$ cat src/rtl/dmem_arb_pkg.sv
// Shared states, sizing constants and address checking for the data-memory arbiter.
package dmem_arb_pkg;

  localparam int MEM_BYTES  = 1024;
  localparam int ADDR_LIMIT = MEM_BYTES - 8;

  localparam logic REQ_CORE = 1'b0;
  localparam logic REQ_DBG  = 1'b1;

  typedef enum logic [1:0] {
    IDLE,
    ISSUE,
    RESP
  } state_t;

  typedef struct packed {
    logic owner;
    logic we;
    logic err;
  } cmd_t;

  // A doubleword must be 8-byte aligned and lie wholly inside the memory.
  function automatic logic addr_err(input logic [63:0] addr, input logic [63:0] limit);
    return (addr[2:0] != 3'd0) || (addr > limit);
  endfunction

endpackage

$ cat src/rtl/rr_arb2.sv
// Two-input round-robin arbiter; last_grant only moves when a grant is taken.
module rr_arb2 (
  input  logic       clk,
  input  logic       reset,
  input  logic [1:0] i_valid,
  input  logic       i_advance,
  output logic       o_winner
);

  import dmem_arb_pkg::*;

  logic r_last_grant;

  always_comb begin
    if (i_valid == 2'b11) begin
      o_winner = ~r_last_grant;
    end else if (i_valid[1]) begin
      o_winner = REQ_DBG;
    end else begin
      o_winner = REQ_CORE;
    end
  end

  // Reset to the debug port so the core wins the first contended grant.
  always_ff @(posedge clk or posedge reset) begin
    if (reset) begin
      r_last_grant <= REQ_DBG;
    end else if (i_advance) begin
      r_last_grant <= o_winner;
    end
  end

endmodule

$ cat src/rtl/dmem_arbiter.sv
// Round-robin front end sharing the single-ported 1 KiB data memory between the
// core MEM stage and the debug/DMA port, with one access in flight at a time.
module dmem_arbiter #(
  parameter int MEM_BYTES = 1024,
  parameter int DATA_W    = 64
) (
  input  logic              clk,
  input  logic              reset,
  input  logic [1:0]        req_valid,
  output logic [1:0]        req_ready,
  input  logic [1:0]        req_we,
  input  logic [63:0]       req_addr0,
  input  logic [63:0]       req_addr1,
  input  logic [DATA_W-1:0] req_wdata0,
  input  logic [DATA_W-1:0] req_wdata1,
  output logic [1:0]        rsp_valid,
  output logic              rsp_err,
  output logic [DATA_W-1:0] rsp_rdata,
  output logic [63:0]       mem_address,
  output logic [DATA_W-1:0] mem_write_data,
  output logic              mem_MemRead,
  output logic              mem_MemWrite,
  input  logic [DATA_W-1:0] mem_read_data
);

  import dmem_arb_pkg::*;

  localparam logic [63:0] LAST_DW_ADDR = 64'(MEM_BYTES - 8);

  state_t              r_state;
  cmd_t                r_cmd;
  logic [63:0]         r_mem_address;
  logic [DATA_W-1:0]   r_mem_wdata;
  logic                r_mem_read;
  logic                r_mem_write;
  logic [1:0]          r_rsp_valid;
  logic                r_rsp_err;
  logic [DATA_W-1:0]   r_rsp_rdata;

  logic                w_accept;
  logic                w_winner;
  logic                w_hs;
  logic                w_we;
  logic                w_err;
  logic [63:0]         w_addr;
  logic [DATA_W-1:0]   w_wdata;

  rr_arb2 u_arb (
    .clk       (clk),
    .reset     (reset),
    .i_valid   (req_valid),
    .i_advance (w_hs),
    .o_winner  (w_winner)
  );

  assign w_accept  = (r_state == IDLE) || (r_state == RESP);
  assign w_hs      = w_accept && req_valid[w_winner];
  assign req_ready = w_hs ? (w_winner ? 2'b10 : 2'b01) : 2'b00;

  assign w_we    = req_we[w_winner];
  assign w_addr  = w_winner ? req_addr1 : req_addr0;
  assign w_wdata = w_winner ? req_wdata1 : req_wdata0;
  assign w_err   = addr_err(w_addr, LAST_DW_ADDR);

  // Mem strobes and the response are registers cleared every cycle they are not
  // needed, so each lasts exactly one cycle and reset drops them at once.
  always_ff @(posedge clk or posedge reset) begin
    if (reset) begin
      r_state       <= IDLE;
      r_cmd         <= '0;
      r_mem_address <= '0;
      r_mem_wdata   <= '0;
      r_mem_read    <= 1'b0;
      r_mem_write   <= 1'b0;
      r_rsp_valid   <= 2'b00;
      r_rsp_err     <= 1'b0;
      r_rsp_rdata   <= '0;
    end else begin
      r_mem_address <= '0;
      r_mem_wdata   <= '0;
      r_mem_read    <= 1'b0;
      r_mem_write   <= 1'b0;
      r_rsp_valid   <= 2'b00;
      r_rsp_err     <= 1'b0;
      r_rsp_rdata   <= '0;
      case (r_state)
        ISSUE: begin
          r_rsp_valid <= r_cmd.owner ? 2'b10 : 2'b01;
          r_rsp_err   <= r_cmd.err;
          if (!r_cmd.we && !r_cmd.err) begin
            r_rsp_rdata <= mem_read_data;
          end
          r_state <= RESP;
        end
        default: begin
          // A rejected address never reaches the memory, not even as an address.
          if (w_hs) begin
            r_cmd         <= '{owner: w_winner, we: w_we, err: w_err};
            r_mem_address <= w_err ? '0 : w_addr;
            r_mem_wdata   <= w_err ? '0 : w_wdata;
            r_mem_write   <= w_we && !w_err;
            r_mem_read    <= !w_we && !w_err;
            r_state       <= ISSUE;
          end else begin
            r_state <= IDLE;
          end
        end
      endcase
    end
  end

  assign mem_address    = r_mem_address;
  assign mem_write_data = r_mem_wdata;
  assign mem_MemRead    = r_mem_read;
  assign mem_MemWrite   = r_mem_write;
  assign rsp_valid      = r_rsp_valid;
  assign rsp_err        = r_rsp_err;
  assign rsp_rdata      = r_rsp_rdata;

endmodule

$ cat config.mk
export PLATFORM = sky130hd
export DESIGN_NAME = dmem_arbiter
export DESIGN_NICKNAME = d
export VERILOG_FILES = /design/src/rtl/dmem_arb_pkg.sv /design/src/rtl/rr_arb2.sv /design/src/rtl/dmem_arbiter.sv
export SDC_FILE = /design/constraint.sdc
export NUM_CORES = 1
export LEC_CHECK = 0
export ABC_AREA = 0
export CAP_MARGIN = 20
export CORE_AREA = 5 5 199 201
export DETAILED_ROUTE_END_ITERATION = 8
export DIE_AREA = 0 0 204 206
export PLACE_DENSITY_LB_ADDON = 0.08
export SLEW_MARGIN = 20
export SYNTH_ARGS = -nofsm -noshare
export SYNTH_HDL_FRONTEND = slang
export SYNTH_SLANG_ARGS = --single-unit
$ cat constraint.sdc
create_clock -name clk -period 7 [get_ports clk]
set_clock_uncertainty 0.1 [all_clocks]
set_input_delay 0.7 -clock clk [delete_from_list [all_inputs] [get_ports clk]]
set_output_delay 0.7 -clock clk [all_outputs]
set_load 0.01 [all_outputs]
==> results of run 1 <==
==> registers in the layout (all words and copies together), names as in the netlist <==
signal	cells
r_cmd	3
u_arb.r_last_grant	1
mem_write_data	64
rsp_err	1
rsp_valid	2
rsp_rdata	64
mem_address	64
mem_MemRead	1
r_state	2
mem_MemWrite	1
==> synth_stat cells, types with 2 or more instances <==
library cell,n
inv_1,4
and2_1,66
dfrtp_1,202
nor2_1,66
buf_2,9
nor4_1,26
nand4_1,8
nor3_1,2
a21o_1,2
nand2_1,3
nor2_2,11
clkbuf_1,12
a22oi_1,70
buf_6,7
nor3_2,3
==> cell type report <==
cell class / instances / area share
inverters: 4 / 0.001635
clock inverters: 13 / 0.01108
well taps: 511 / 0.04641
multi-input cells: 326 / 0.1361
clock buffers: 33 / 0.05195
flip-flops and latches: 203 / 0.3688
repair buffers: 530 / 0.3840
==> cell families after synthesis <==
kind of cell / count (synthesis) / synth area share
flops: 203 / 0.7344
other cells: 1 / 0.0005420
simple gates: 188 / 0.1470
mux: 1 / 0.001447
compound gates: 80 / 0.09005
buf+inv: 32 / 0.02658
==> worst paths after layout <==
kind | startpoint | slack (ns) | cells after the start | to
min in group asynchronous | reset | 0.55 | 2 | mem_address[18]
worst min register to register | r_cmd[2] | 0.34 | 1 | rsp_valid[0]
worst max register to register | u_arb.r_last_grant | 4.49 | 5 | mem_write_data[16]
max in group asynchronous | reset | 4.90 | 3 | mem_write_data[57]
worst max-delay path | req_valid[0] | 3.80 | 5 | req_ready[0]
worst min-delay path | r_cmd[2] | 0.34 | 1 | rsp_valid[0]
==> critical path: cells and delay by family <==
family | cells | cell delay (ns)
buf+inv | 2 | 1.16
simple gates | 3 | 0.54
==> power by group <==
| part | leakage [uW] | internal, uW | switching (uW) |
|---|---|---|---|
| Clock | 0.000429 | 830 | 511 |
| Sequential | 0.00269 | 1200 | 9.44 |
| Combinational | 0.00267 | 225 | 139 |
==> metal layers <==
| layer | global-route usage | routed length, um | vias up |
|---|---|---|---|
| met3 | 0.05304 | 3088 | 36 |
| met1 | 0.1418 | 10500 | 2819 |
| met5 | 0 | 34 | - |
| met4 | 0.03350 | 530 | 4 |
| li1 | - | - | 2851 |
| met2 | 0.2754 | 17280 | 320 |
==> per-stage QoR <==
| step | area (um2) | cells | total power, uW | worst slack [ns] |
|---|---|---|---|---|
| 2_1_floorplan | 7129 | 561 | 1333 | 0.6626 |
| 3_3_place_gp | 12910 | 1574 | 1601 | 3.636 |
| 3_5_place_dp | 12910 | 1574 | 1601 | 3.584 |
| 4_1_cts | 13780 | 1620 | 2984 | 3.719 |
| 5_1_grt | 13780 | 1620 | 3047 | 3.639 |
| 6_report | 13780 | 1620 | 2913 | 3.798 |
==> metrics.md, run 1 <==
| Metric | Value |
|---|---|
| Status | `completed` |
| Routed wire per std cell | `19.40 um` |
| Power per cell area | `211.5 mW/mm2` |
| Slew @ Worst Pin | `0.9049 ns` |
| CTS tree | `yes` |
| Final WL | `31420 um` |
| CP peak stage delay | `0.64 ns` |
| Area leader, netlist | `dfrtp_1` |
| Root Buffer | `clkbuf_16` |
| Clock transition at path regs | `0.05 ns` |
| Max stage delay cell, worst path | `clkdlybuf4s50_1` |
| Critical path class | `input pin to output port` |
| Area delta synth->final | `99.11%` |
| N_diodes | `0` |
| CP max FO | `6` |
| Rel. slew slack | `0.3967` |
| First-pass detailed-route iteration total | `4` |
| Die area | `0.04202 mm2` |
| Crit path launch type | `input pin` |
| Footprint of the multi-input gates | `0.001876 mm2` |
| Commonest non-fill, non-tap cell in the layout | `clkdlybuf4s50_1` |
| Final-report setup violation count | `0` |
| Vias in the first global route | `6795` |
| Crit path top cell by count | `clkdlybuf4s50_1` |
| Top cell type's share of synthesized area | `0.7306` |
| # nets final | `1416` |
| Max Fclk | `312.3 MHz` |
| Postcts setup bufs | `0` |
| Hold Path Class | `register to register` |
| Crit path cell chain | `clkdlybuf4s50_1, nor2_1, or2_0, nor2_4, clkdlybuf4s50_1` |
| Total GRT Usage | `0.1413` |
| Worst-Skew Late Latency | `0.52 ns` |
| Async set or reset register ratio after synthesis | `1.000` |
| Placed wire-length estimate | `24550 um` |
| Die Height | `206 um` |
| Core area | `0.03740 mm2` |
| Min Clock Period, post-route | `3.202 ns` |
| Worst endpoint required time | `6.20 ns` |
| Syn Area/Cell | `13.70 um2` |
| Vias/cell | `3.722` |
| Hold buffers post-CTS | `0` |
| Share of cells above drive strength 1 | `0.06402` |
| Initial Utilization | `0.1850` |
| Synth Flop Type | `dfrtp_1` |
| Nature of the critical path endpoint | `output port` |
| Remaining DRCs | `0` |
| Crit share post-route | `0.4574` |
| Total clock sinks | `203` |
| Seq/Total Area, Yosys | `0.7344` |
| Leakage | `0.005784 uW` |
| Final slew viol count | `0` |
| Synth area leaders | `dfrtp_1 (73%), a22oi_1 (7.6%), and2_1 (6.0%)` |
| Peak supply drop | `0.0001269 V` |
| 1st-iter DRT viols | `202` |
| Max clock buf depth | `3` |
| Routability cong. | `0.7365` |
| Max-Cap Viols | `0` |
| First-pass GRT wire length | `44430 um` |
| Worst hold-check slack | `0.3422 ns` |
| Sequential cell area | `0.005081 mm2` |
| RSZ-0062 raised after global routing | `no` |
| Ports | `525` |
| Vias | `6030` |
| Worst EP arrival | `2.40 ns` |
| Synth Register Bits | `203` |
| Most frequent cells in the layout | `clkdlybuf4s50_1 (524), dfrtp_1 (202), a22oi_1 (70)` |
| CTS Buf Count | `25` |
| Largest net degree at the start of global routing | `85` |
| Total grt overflow | `0` |
| Setup TNS | `0 ns` |
| Library cells used by synthesis | `29` |
| Syn. warnings | `0` |
| Port Buffers | `524` |
| DIE WIDTH | `204 um` |
| FILL cells | `3693` |
| Synth Cell Area | `0.006919 mm2` |
| Final Hold Viols | `0` |
| EDFF count, synth | `0` |
| CTS H-tree lvls | `1` |
| Synth Instances | `505` |
| ANT nets after route | `0` |
| Post-CTS Resized | `0` |
| Rows | `71` |
| Initial antenna violation count | `2` |
| Util after Layout | `0.3684` |
(Power assumes the default switching activity.)
==> run 2, diff against run 1 <==
==> constraint.sdc (replaced) <==
create_clock -name clk -period 3 [get_ports clk]
set_clock_uncertainty 0.1 [all_clocks]
set_input_delay 0.3 -clock clk [delete_from_list [all_inputs] [get_ports clk]]
set_output_delay 0.3 -clock clk [all_outputs]
set_load 0.01 [all_outputs]
==> metrics.md, run 2 (same netlist as run 1, synthesis figures left out) <==
| Metric | Value |
|---|---|
| Sum of buffers and inverters on the critical path | `1` |
| Critical path depth in cells | `3` |
| Vias | `6133` |
| Worst EP arrival | `2.15 ns` |
| FILL cells | `3764` |
| Crit share post-route | `0.8501` |
| Slew @ Worst Pin | `0.6780 ns` |
| Routed wl met2 | `16830 um` |
| Routability cong. | `0.7736` |
| Final WL | `31260 um` |
| Min Clock Period, post-route | `2.550 ns` |
| Remaining DRCs | `0` |
| CP endpoint | `req_ready[0]` |
| Share of cells above drive strength 1 | `0.06571` |
| Hold Path Class | `input pin to asynchronous set/reset pin` |
| Post-placement setup slack | `0.2209 ns` |
| Ports | `525` |
| Routed length on met3 | `3268 um` |
| Max clock buf depth | `3` |
| First-pass detailed-route iteration total | `4` |
| Die Height | `206 um` |
| Die area | `0.04202 mm2` |
| Crit path cell chain | `or2_0, nor2_4, clkdlybuf4s50_1` |
| Postcts setup bufs | `0` |
| Cell area after layout | `0.01388 mm2` |
| Worst R2R End | `mem_write_data[50]` |
| R2R Setup Slk | `0.87 ns` |
| First-pass GRT wire length | `44150 um` |
| CP delay by family, top | `buffers and inverters` |
| Core area | `0.03740 mm2` |
| Final Hold Viols | `0` |
| ANT nets after route | `0` |
| # nets final | `1420` |
| Root Buffer | `clkbuf_16` |
| Largest net degree at the start of global routing | `73` |
| Max Fclk | `392.1 MHz` |
| Overall Power | `6793 uW` |
| Critical path class | `register to output port` |
| 1st-iter DRT viols | `162` |
| CTS tree | `yes` |
| Vias/cell | `3.779` |
| Vias in the first global route | `6774` |
| Total grt overflow | `0` |
| Status | `completed` |
| Peak supply drop | `0.0002910 V` |
| Worst setup startpoint | `r_state[0]` |
| Post-CTS Resized | `0` |
| Placed wire-length estimate | `24860 um` |
| Final worst slack | `0.4496 ns` |
| Initial antenna violation count | `1` |
| Nature of the critical path endpoint | `output port` |
| Worst-Skew Late Latency | `0.52 ns` |
| CTS Buf Count | `24` |
| Initial Utilization | `0.1850` |
| Total GRT Usage | `0.1405` |
| Hold buffers post-CTS | `0` |
| Crit path launch type | `register` |
| Cell Area, Placed | `0.01302 mm2` |
| CTS H-tree lvls | `1` |
| FF-to-FF Start | `u_arb.r_last_grant` |
| Power per cell area | `489.4 mW/mm2` |
| Leakage | `0.005831 uW` |
| R2R cell count | `5` |
| Total clock sinks | `203` |
| Rows | `71` |
| Setup TNS | `0 ns` |
| Commonest non-fill, non-tap cell in the layout | `clkdlybuf4s50_1` |
| Wl on met1 | `10490 um` |
| Final slew viol count | `0` |
| DIE WIDTH | `204 um` |
| RSZ-0062 raised after global routing | `no` |
| Worst endpoint required time | `2.60 ns` |
| CP max FO | `6` |
| Rel. slew slack | `0.5438` |
| Max stage delay cell, worst path | `clkdlybuf4s50_1` |
| Area delta synth->final | `100.6%` |
| CP peak stage delay | `0.67 ns` |
| Port Buffers | `524` |
| Max-Cap Viols | `0` |
| Util after Layout | `0.3712` |
| Final-report setup violation count | `0` |
| Most frequent cells in the layout | `clkdlybuf4s50_1 (524), dfrtp_1 (202), a22oi_1 (70)` |
| Top layer in use | `met5` |
| Clock transition at path regs | `0.06 ns` |
| Routed wire per std cell | `19.26 um` |
## run 2: cell type report
class / count / area (um2) / area share
inverters: 4 / 18.77 / 0.001352
diodes: 1 / 2.502 / 0.0001803
flip-flops and latches: 203 / 5081 / 0.3660
clock buffers: 35 / 743.2 / 0.05354
multi-input cells: 326 / 1876 / 0.1351
clock inverters: 8 / 118.9 / 0.008562
well taps: 511 / 639.4 / 0.04606
repair buffers: 535 / 5403 / 0.3892
## run 2: worst reg2reg max path, stage by stage (launching register included)
cell,delay (ns)
dfstp_2,0.56
a21bo_2,0.25
nor3_2,0.11
o21ai_4,0.54
buf_4,0.36
nor2_1,0.08
## run 2: power breakdown
| part | internal [uW] | switching, uW | leakage [uW] |
|---|---|---|---|
| Sequential | 2800 | 22.7 | 0.00269 |
| Combinational | 540 | 337 | 0.00271 |
| Clock | 1970 | 1130 | 0.000431 |
| Total | 5310 | 1490 | 0.00583 |
## run 2: per-stage QoR
stage | hold WS [ns] | std cells
finish | 0.08908 | 1623
global route | 0.1087 | 1622
CTS | 0.07314 | 1622
detailed placement | 0.3770 | 1579
global placement | 0.3837 | 1579
floorplan | 0.3179 | 561
## run 2: per-layer routing
layer,global-route usage,vias to the layer above
met4,0.03254,2
met2,0.2717,332
met3,0.05790,43
li1,-,2862
met5,0,-
met1,0.1399,2894
## run 2: worst min path at each step
stage | startpoint | to | cells after the start
global route | reset | rsp_rdata[20] | 2
detailed placement | r_cmd[2] | rsp_valid[0] | 1
finish | reset | mem_address[40] | 2
floorplan | r_cmd[2] | rsp_valid[0] | 1
CTS | reset | mem_address[45] | 2
global placement | r_cmd[2] | rsp_valid[0] | 1
